===== config.mk =====
export PLATFORM = sky130hd
export DESIGN_NAME = seg_scan_decoder
export DESIGN_NICKNAME = d
export VERILOG_FILES = /design/src/rtl/seg_scan_decoder.sv
export SDC_FILE = /design/constraint.sdc
export NUM_CORES = 1
export LEC_CHECK = 0
export ABC_CLOCK_PERIOD_IN_PS = 4800
export CORE_MARGIN = 5
export CORE_UTILIZATION = 50
export CTS_CLUSTER_SIZE = 28
export DETAILED_ROUTE_END_ITERATION = 8
export PLACE_DENSITY = 0.72
export SKIP_CTS_REPAIR_TIMING = 1
export SLEW_MARGIN = 0
export SYNTH_ARGS = -nofsm -noshare
export SYNTH_HDL_FRONTEND = slang
export SYNTH_SLANG_ARGS = --single-unit

===== constraint.sdc =====
create_clock -name clk -period 4.8 [get_ports clk]
set_input_delay 1.2 -clock clk [delete_from_list [all_inputs] [get_ports clk]]
set_output_delay 1.2 -clock clk [all_outputs]
set_load 0.02 [all_outputs]

===== src/rtl/seg_scan_decoder.sv =====
// Seven-segment scan decoder: filters and decodes a sampled segment/digit bus back to BCD per digit.
// Optional saturating invalid-pattern counter enabled by SEG_SCAN_DECODER_ERR_COUNT_EN.
module seg_scan_decoder #(
   parameter int                    NUM_DIGITS    = 8,
   parameter int                    STABLE_CYCLES = 4,
   parameter logic [NUM_DIGITS-1:0] DIGIT_MASK    = {NUM_DIGITS{1'b1}}
) (
   input  logic                    clk,
   input  logic                    rst,
   input  logic [7:0]              seg_in,
   input  logic [NUM_DIGITS-1:0]   dig_in,
   output logic [4*NUM_DIGITS-1:0] digit_out,
   output logic [NUM_DIGITS-1:0]   dp_out,
   output logic [NUM_DIGITS-1:0]   err_out,
   output logic                    frame_valid,
   output logic [7:0]              err_count
);

   localparam int         IDX_W    = (NUM_DIGITS > 1) ? $clog2(NUM_DIGITS) : 1;
   localparam logic [7:0] STAB_SAT = 8'(STABLE_CYCLES);
   localparam logic [7:0] STAB_PRE = 8'(STABLE_CYCLES - 2);

   logic [7:0]            s_seg;
   logic [7:0]            p_seg;
   logic [NUM_DIGITS-1:0] s_dig;
   logic [NUM_DIGITS-1:0] p_dig;
   logic [7:0]            stab;
   logic [NUM_DIGITS-1:0] seen;

   logic                  same;
   logic                  dig_sel;
   logic                  capture;
   logic [IDX_W-1:0]      cap_idx;
   logic [3:0]            dec_val;
   logic                  dec_err;
   logic [NUM_DIGITS-1:0] new_seen;
   logic                  frame_hit;

   // Returns {invalid, bcd}; anything outside the ten digit glyphs is invalid.
   function automatic logic [4:0] decode7(input logic [6:0] pat);
      logic [4:0] r;
      case (pat)
         7'h3F:   r = {1'b0, 4'd0};
         7'h06:   r = {1'b0, 4'd1};
         7'h5B:   r = {1'b0, 4'd2};
         7'h4F:   r = {1'b0, 4'd3};
         7'h66:   r = {1'b0, 4'd4};
         7'h6D:   r = {1'b0, 4'd5};
         7'h7D:   r = {1'b0, 4'd6};
         7'h07:   r = {1'b0, 4'd7};
         7'h7F:   r = {1'b0, 4'd8};
         7'h67:   r = {1'b0, 4'd9};
         default: r = {1'b1, 4'hF};
      endcase
      return r;
   endfunction

   always_comb begin
      same    = (s_seg == p_seg) && (s_dig == p_dig);
      dig_sel = $onehot(~s_dig);
      // stab moving from STABLE_CYCLES-2 to STABLE_CYCLES-1 is the single capture cycle.
      capture = same && (stab == STAB_PRE) && dig_sel;
      cap_idx = '0;
      for (int i = 0; i < NUM_DIGITS; i++) begin
         if (!s_dig[i]) cap_idx = IDX_W'(i);
      end
      {dec_err, dec_val} = decode7(s_seg[6:0]);
      new_seen  = seen | ~s_dig;
      frame_hit = ((new_seen & DIGIT_MASK) == DIGIT_MASK);
   end

   // frame_valid is a one-cycle strobe with no back-pressure: it rises on the
   // capture that completes DIGIT_MASK and the consumer must take it then.
   always_ff @(posedge clk) begin
      if (rst) begin
         s_seg       <= '0;
         p_seg       <= '0;
         s_dig       <= '0;
         p_dig       <= '0;
         stab        <= '0;
         seen        <= '0;
         digit_out   <= '0;
         dp_out      <= '0;
         err_out     <= '0;
         frame_valid <= 1'b0;
      end else begin
         s_seg <= seg_in;
         s_dig <= dig_in;
         p_seg <= s_seg;
         p_dig <= s_dig;

         if (!same) begin
            stab <= '0;
         end else if (stab < STAB_SAT) begin
            stab <= stab + 8'd1;
         end

         frame_valid <= 1'b0;
         if (capture) begin
            digit_out[4*cap_idx +: 4] <= dec_val;
            err_out[cap_idx]          <= dec_err;
            dp_out[cap_idx]           <= s_seg[7];
            // The completing digit starts no credit toward the next frame.
            if (frame_hit) begin
               frame_valid <= 1'b1;
               seen        <= '0;
            end else begin
               seen <= new_seen & DIGIT_MASK;
            end
         end
      end
   end

`ifdef SEG_SCAN_DECODER_ERR_COUNT_EN
   always_ff @(posedge clk) begin
      if (rst) begin
         err_count <= 8'h00;
      end else if (capture && dec_err && (err_count != 8'hFF)) begin
         err_count <= err_count + 8'd1;
      end
   end
`else
   assign err_count = 8'h00;
`endif

endmodule


After elaboration in Yosys (flattened, before gate mapping)
Index checks and enable logic that the tools add are counted.

word-level totals
  input bits = 18
  memory bits (read-only) = 0
  bits in latches = 0
  output and inout port bits = 57
  memory bits (writable) = 0
  flip-flop bits (word level) = 97
  memories = 0

cells by class
  multiply operators = 0
  $lt $le $gt $ge = 3
  add/sub/neg operators = 9
  bitwise gates (word level) = 4
  muxes and demuxes = 15
  divide/modulo/power cells = 0
  equality and inequality tests = 15
  shift operators = 2
  reduce and logical (&&, ||, !) cells = 6

operators with widths
  kind                                                        count
  case mux 5 bit (10 select lines)                            1
  == test 7 bit, second input constant                        7
  negator 5 -> 34 bit                                         1
  variable shift 4 x 34 -> 32 bit, first input constant       1
  variable part select 4 x 34 -> 32 bit                       1
  bitwise mux 32 bit                                          1
  bitwise mux 8 bit                                           2
  == test 8 bit                                               2
  == test 7 x 3 -> 1 bit, second input constant               2
  2-to-1 mux 3 bit                                            4
  adder 1 x 1 -> 2 bit                                        4
  adder 8 x 1 -> 8 bit, second input constant                 1
  == test 8 x 2 -> 1 bit, second input constant               1
  == test 8 bit, second input constant                        1
  less-than comparator 8 x 3 -> 1 bit, second input constant  1
  2-to-1 mux 8 bit                                            1
  inverter 8 bit                                              1
  OR 8 bit                                                    1
  == test 7 x 6 -> 1 bit, second input constant               1
  adder 2 x 2 -> 3 bit                                        2
  adder 3 x 3 -> 4 bit                                        1
  == test 4 x 1 -> 1 bit, second input constant               1
  logical AND 1 bit                                           4
  less-than comparator 3 x 4 -> 1 bit, second input constant  1
  6 further kinds                                             11

Longest topological paths before layout
  word-level depth = 12
  depth in mapped cells = 14
  depth with buffers taken out = 12

Worst setup path before layout
No wires, ideal clock.

  path kind = register -> register
  start point = reg s_dig[0]
  end point = reg digit_out[22]
  slack = 1108 ps
  stages on the path, launching flop included = 15
  buffers on the path = 2
  period minus slack after synthesis = 3692 ps
  arrival time = 3559 ps
  setup time = 132 ps
  cell sequence = dfxtp_1 -> fa_1 -> inv_1 -> fa_1 -> fa_1 -> ha_1 -> inv_1 -> fa_1 -> nand3_1 -> nor4_4 -> nand2_2 -> buf_6 -> buf_6 -> o41ai_1 -> a21oi_1

between the ends
  cells in the longest elaborated chain, start to end = 6
  elaborated cells between the ends (all ways) = 9
  classes of those cells = 3 x add/sub; 2 x eq/ne; 1 x bitwise; 3 x reduce/logical

RTL lines
  what                                        RTL line  text
  from (decl)                                 25        logic [NUM_DIGITS-1:0] s_dig;
  from (signal assigned)                      88        s_dig <= dig_in;
  inverter 8 bit                              60        dig_sel = $onehot(~s_dig);
  adder 1 x 1 -> 2 bit (not written as such)  60
  adder 2 x 2 -> 3 bit (not written as such)  60
  adder 3 x 3 -> 4 bit (not written as such)  60
  == test 4 x 1 -> 1 bit                      60
  logical AND 1 bit *                         62        capture = same && (stab == STAB_PRE) && dig_sel;
  to (signal, indexed assignment)             100       digit_out[4*cap_idx +: 4] <= dec_val;
  to (decl)                                   12        output logic [4*NUM_DIGITS-1:0] digit_out,

Every way passes the cells marked *; elsewhere a longest branch is shown, timed or not.
A chain may end at the register's enable or synchronous reset.

Worst setup path after layout
  start point = reg s_dig[1]
  end point = reg digit_out[11]

between the ends
  cells in the longest elaborated chain, start to end = 10
  elaborated cells between the ends (all ways) = 20
  classes of those cells = 4 x add/sub; 2 x eq/ne; 2 x shift; 8 x mux; 1 x bitwise; 3 x reduce/logical

RTL lines
  what                                                                                      RTL line  text
  2-to-1 mux 1 bit                                                                          65        if (!s_dig[i]) cap_idx = IDX_W'(i);
  2-to-1 mux 2 bit (2 in series)                                                            65
  2-to-1 mux 3 bit (4 in series)                                                            65
  negator 5 -> 34 bit                                                                       100
  variable part select 4 x 34 -> 32 bit or variable shift 4 x 34 -> 32 bit (tied branches)  100
  bitwise mux 32 bit                                                                        100

Several ways; a longest one is shown, not always the timed one.

==> metrics.txt <==
# TYPE chip_impl_metric gauge
chip_impl_info{name="outcome",value="completed"} 1
chip_impl_metric{name="drt_drc_violations_left",unit=""} 0
chip_impl_info{name="cp-end-kind",value="flip-flop"} 1
chip_impl_metric{name="timing.final.setup_violations",unit=""} 0
chip_impl_metric{name="dieArea",unit="mm^2"} 0.0115
chip_impl_metric{name="all_layer_gr_usage",unit="%"} 19.3
chip_impl_metric{name="cts_sinks",unit=""} 97
chip_impl_metric{name="timing.critical_path.slowest_cell_delay",unit="ns"} 0.64
chip_impl_metric{name="ys_ff_latch",unit=""} 97
chip_impl_info{name="rsz_0062_raised_after_global_routing",value="false"} 1
chip_impl_metric{name="timing.max_slew.rel_slack",unit="%"} 42.4
chip_impl_metric{name="whs_path_cells",unit=""} 2
chip_impl_metric{name="total_power",unit="W"} 0.00162
chip_impl_metric{name="grt_max_degree",unit=""} 54
chip_impl_metric{name="worst-endpoint-arrival",unit="ns"} 4.56
chip_impl_metric{name="synth_seq_area_share",unit="%"} 41.3
chip_impl_metric{name="power.net_switching",unit="W"} 0.000377
chip_impl_metric{name="asyncSetResetFlopFracSynth",unit="%"} 0
chip_impl_metric{name="power.combinational.fraction",unit="%"} 9.2
chip_impl_metric{name="highest_net_fanout_along_the_worst_path",unit=""} 18
chip_impl_metric{name="worst_slew_pin_slew",unit="ns"} 0.864
chip_impl_info{name="synth_ff_type",value="dfxtp_1"} 1
chip_impl_metric{name="worst_path_required",unit="ns"} 5.09
chip_impl_info{name="synthTopCellsByCount",value="97 x dfxtp_1, 37 x nand2b_1, 29 x mux2i_1"} 1
chip_impl_metric{name="total_power_per_unit_cell_area",unit="mW/mm^2"} 291
chip_impl_metric{name="row_count",unit=""} 35
chip_impl_info{name="hold_path_end",value="seen[7]$_SDFFE_PP0P_"} 1
chip_impl_metric{name="vdd_drop_max",unit="mV"} 0.164
chip_impl_metric{name="fin_setup_tns",unit="ns"} 0
chip_impl_metric{name="initial_utilization",unit="%"} 51.2
chip_impl_metric{name="finClkSkew",unit="ns"} 0.0117
chip_impl_metric{name="synth_edf_count",unit=""} 0
chip_impl_metric{name="warnings_synthesis",unit=""} 0
chip_impl_info{name="top_delay_family_on_crit_path",value="adder cells"} 1
chip_impl_metric{name="wire_length_after_detailed_routing",unit="mm"} 10.7
chip_impl_metric{name="syn-cell-area",unit="mm^2"} 0.00471
chip_impl_metric{name="route.vias.total",unit=""} 3638
chip_impl_metric{name="wire_per_inst",unit="um"} 16.7
chip_impl_metric{name="viasPerCell",unit=""} 5.65
chip_impl_metric{name="achievable-frequency",unit="MHz"} 234
chip_impl_info{name="cells_along_the_critical_path",value="fa_1 > inv_1 > fa_1 > fa_1 > ha_1 > inv_1 > fa_1 > nand3_1 > nor4_4 > and4_1 > nand4_1 > mux2i_1"} 1
chip_impl_metric{name="register_clock_pin_slew_on_the_reported_worst_setup_and_hold_paths",unit="ns"} 0.09
chip_impl_metric{name="p_leak",unit="nW"} 2.09
chip_impl_metric{name="layout.nets",unit=""} 557
chip_impl_info{name="worst_r2r_startpoint",value="s_dig[1]$_SDFF_PP0_"} 1
chip_impl_metric{name="tmin_final",unit="ns"} 4.27
chip_impl_metric{name="post_layout_nonfiller_instances",unit=""} 644
chip_impl_info{name="min-delay-start",value="seen[7]$_SDFFE_PP0P_"} 1
chip_impl_metric{name="io_pins",unit=""} 75
chip_impl_metric{name="r2r_cells",unit=""} 12
chip_impl_info{name="reg2reg_to",value="digit_out[11]$_SDFFE_PP0P_"} 1
chip_impl_info{name="crit_path_frequent_cell",value="fa_1"} 1
chip_impl_metric{name="dieWidth",unit="um"} 107
chip_impl_info{name="clk_root_buffer_cell",value="clkbuf_8"} 1
chip_impl_info{name="synth.area.top_cells",value="dfxtp_1 41%, mux2i_1 6.2%, nand2b_1 4.9%, nor4_4 4.1%, nor2b_1 3.6%"} 1
chip_impl_info{name="crit_path_top_delay_cell",value="and4_1"} 1
chip_impl_info{name="hp-class",value="flip-flop to flip-flop"} 1
chip_impl_metric{name="globalRoute.totalOverflow",unit=""} 0
chip_impl_metric{name="drtAntennaViolNets",unit=""} 0
chip_impl_metric{name="clk-insertion-delay-late",unit="ns"} 0.36
chip_impl_metric{name="final_min_period_over_clock_period",unit="%"} 88.9
chip_impl_metric{name="finalHoldViolCount",unit=""} 0
chip_impl_metric{name="post-dp-hpwl",unit="mm"} 8.01
chip_impl_metric{name="power.share.switching",unit="%"} 23.4
chip_impl_metric{name="power.share.sequential",unit="%"} 51.9
chip_impl_metric{name="place.detailed.instances",unit=""} 628
chip_impl_metric{name="cts-buffers-inserted",unit=""} 9
chip_impl_metric{name="p_int",unit="W"} 0.00124
chip_impl_metric{name="die_y",unit="um"} 107
chip_impl_metric{name="synthDominantCellAreaShare",unit="%"} 41.3
chip_impl_info{name="tritoncts",value="done"} 1
chip_impl_metric{name="gp_congestion",unit=""} 0.863
chip_impl_metric{name="power_share_of_the_clock_group",unit="%"} 38.9
chip_impl_metric{name="numPortBuffers",unit=""} 66
chip_impl_metric{name="worst-r2r-setup-slack",unit="ns"} 0.53
chip_impl_metric{name="number_of_global_route_vias_before_repair",unit=""} 3556
chip_impl_metric{name="clk_path_buf_depth",unit=""} 2
chip_impl_metric{name="grt_antenna_before_repair",unit=""} 0
chip_impl_metric{name="drt_first_iter_violations",unit=""} 207
chip_impl_metric{name="synth_area_per_cell",unit="um^2"} 9.78
chip_impl_metric{name="worst-path-stages",unit=""} 12
chip_impl_metric{name="antennaDiodeCount",unit=""} 0
chip_impl_info{name="startpoint_type",value="flip-flop"} 1
chip_impl_metric{name="post_route_cells_drive_above_1_share",unit="%"} 7.32
chip_impl_metric{name="max_cap_viol_count",unit=""} 0
chip_impl_metric{name="slew_violations",unit=""} 0
chip_impl_metric{name="detail_route.first_pass.iterations",unit=""} 6
chip_impl_metric{name="synthCells",unit=""} 481
chip_impl_metric{name="area_growth_syn_to_layout",unit="%"} 17.8
chip_impl_info{name="cell_with_the_most_instances_after_synthesis",value="dfxtp_1"} 1
chip_impl_metric{name="synth.distinct_cells",unit=""} 59
chip_impl_metric{name="number_of_buffer_and_inverter_stages_on_the_critical_path",unit=""} 2
chip_impl_metric{name="grt_first_pass_wirelength",unit="mm"} 17.8
chip_impl_info{name="post-synth-top-area-cell",value="dfxtp_1"} 1
chip_impl_info{name="timing.setup.critical_path_class",value="flip-flop to flip-flop"} 1
chip_impl_metric{name="placeableCoreArea",unit="mm^2"} 0.00920
chip_impl_metric{name="depth_of_the_cts_h_tree",unit=""} 3
[power by group through the flow]
stage | combinational [W] | clock, W | sequential (W)
final | 0.000149 | 0.000628 | 0.000838
after global routing | 0.000167 | 0.000671 | 0.000841
after CTS | 0.000150 | 0.000639 | 0.000837
after detailed placement | 0.000149 | 0 | 0.000856
after global placement | 0.000146 | 0 | 0.000856
after floorplan | 0.000132 | 0 | 0.000842
[tightest hold or removal path: stages, from the launching register on]
cell	delay [ns]
dfxtp_1	0.31
inv_1	0.05
a21boi_0	0.06
[flip-flops by register name, summed over array words and instances, names as in the netlist]
name,count
frame_valid,1
dp_out,8
seen,8
s_seg,8
stab,8
p_seg,8
s_dig,8
err_out,8
p_dig,8
digit_out,32
[cells by family (layout without fill, tap and decap cells)]
group | after synthesis | in the layout | share of synthesized area, %
fa+ha+maj | 11 | 11 | 3.56
simple gates | 189 | 189 | 26.9
mux | 29 | 29 | 6.17
other cells | 1 | 8 | 0.0797
compound gates | 73 | 73 | 11.4
buf+inv | 62 | 107 | 7.13
flops | 97 | 97 | 41.3
xor+xnor | 19 | 19 | 3.54
[metal layers]
metal,vias up,global-route usage (%),wire [um]
met4,0,5.39,152
met3,14,3.49,484
met5,-,0,0
li1,1785,-,-
met1,1729,26.8,5180
met2,110,30.6,4920
[layout by cell type, fill, tap and decap left out, drive strengths merged, types with 7 or more instances in the layout]
cell and instances:
dfxtp 97, inv 21, conb 8, and2 8, nor2 25, mux2i 29, nor4 17, nor2b 27
nand3 11, a211oi 10, nor3 10, xor2 16, a21oi 15, clkbuf 11, nand2 13, a41oi 7
nand2b 37, o21a 7, clkdlybuf4s50 65, ha 7, nand4 17
[metrics by stage]
stage | util [%] | hold WS [ns] | setup WS, ns | instance area, um^2
6_report | 60.3 | 0.466 | 0.534 | 5540
5_1_grt | 60.3 | 0.488 | 0.280 | 5540
4_1_cts | 60.3 | 0.464 | 0.559 | 5540
3_5_place_dp | 57.6 | 0.451 | 0.552 | 5300
3_3_place_gp | 57.6 | 0.444 | 0.732 | 5300
2_1_floorplan | - | 0.431 | 1.11 | 4730
[final cells by class]
| class | instances | area [um^2] |
|---|---|---|
| clock buffers | 11 | 141 |
| inverters | 21 | 78.8 |
| multi-input cells | 329 | 2450 |
| clock inverters | 5 | 103 |
| fillers | 789 | 3650 |
| flip-flops and latches | 97 | 1940 |
| repair buffers | 70 | 686 |
| well taps | 111 | 139 |
[worst max-delay path by stage]
stage                   startpoint                         end  slack (ns)
3_5_place_dp   s_dig[3]$_SDFF_PP0_  digit_out[11]$_SDFFE_PP0P_        0.55
4_1_cts        s_dig[3]$_SDFF_PP0_  digit_out[11]$_SDFFE_PP0P_        0.56
5_1_grt        s_dig[3]$_SDFF_PP0_  digit_out[19]$_SDFFE_PP0P_        0.28
6_report       s_dig[1]$_SDFF_PP0_  digit_out[11]$_SDFFE_PP0P_        0.53
2_1_floorplan  s_dig[0]$_SDFF_PP0_  digit_out[22]$_SDFFE_PP0P_        1.11
3_3_place_gp   s_dig[1]$_SDFF_PP0_   digit_out[8]$_SDFFE_PP0P_        0.73
Power figures use the tool's default switching activity.
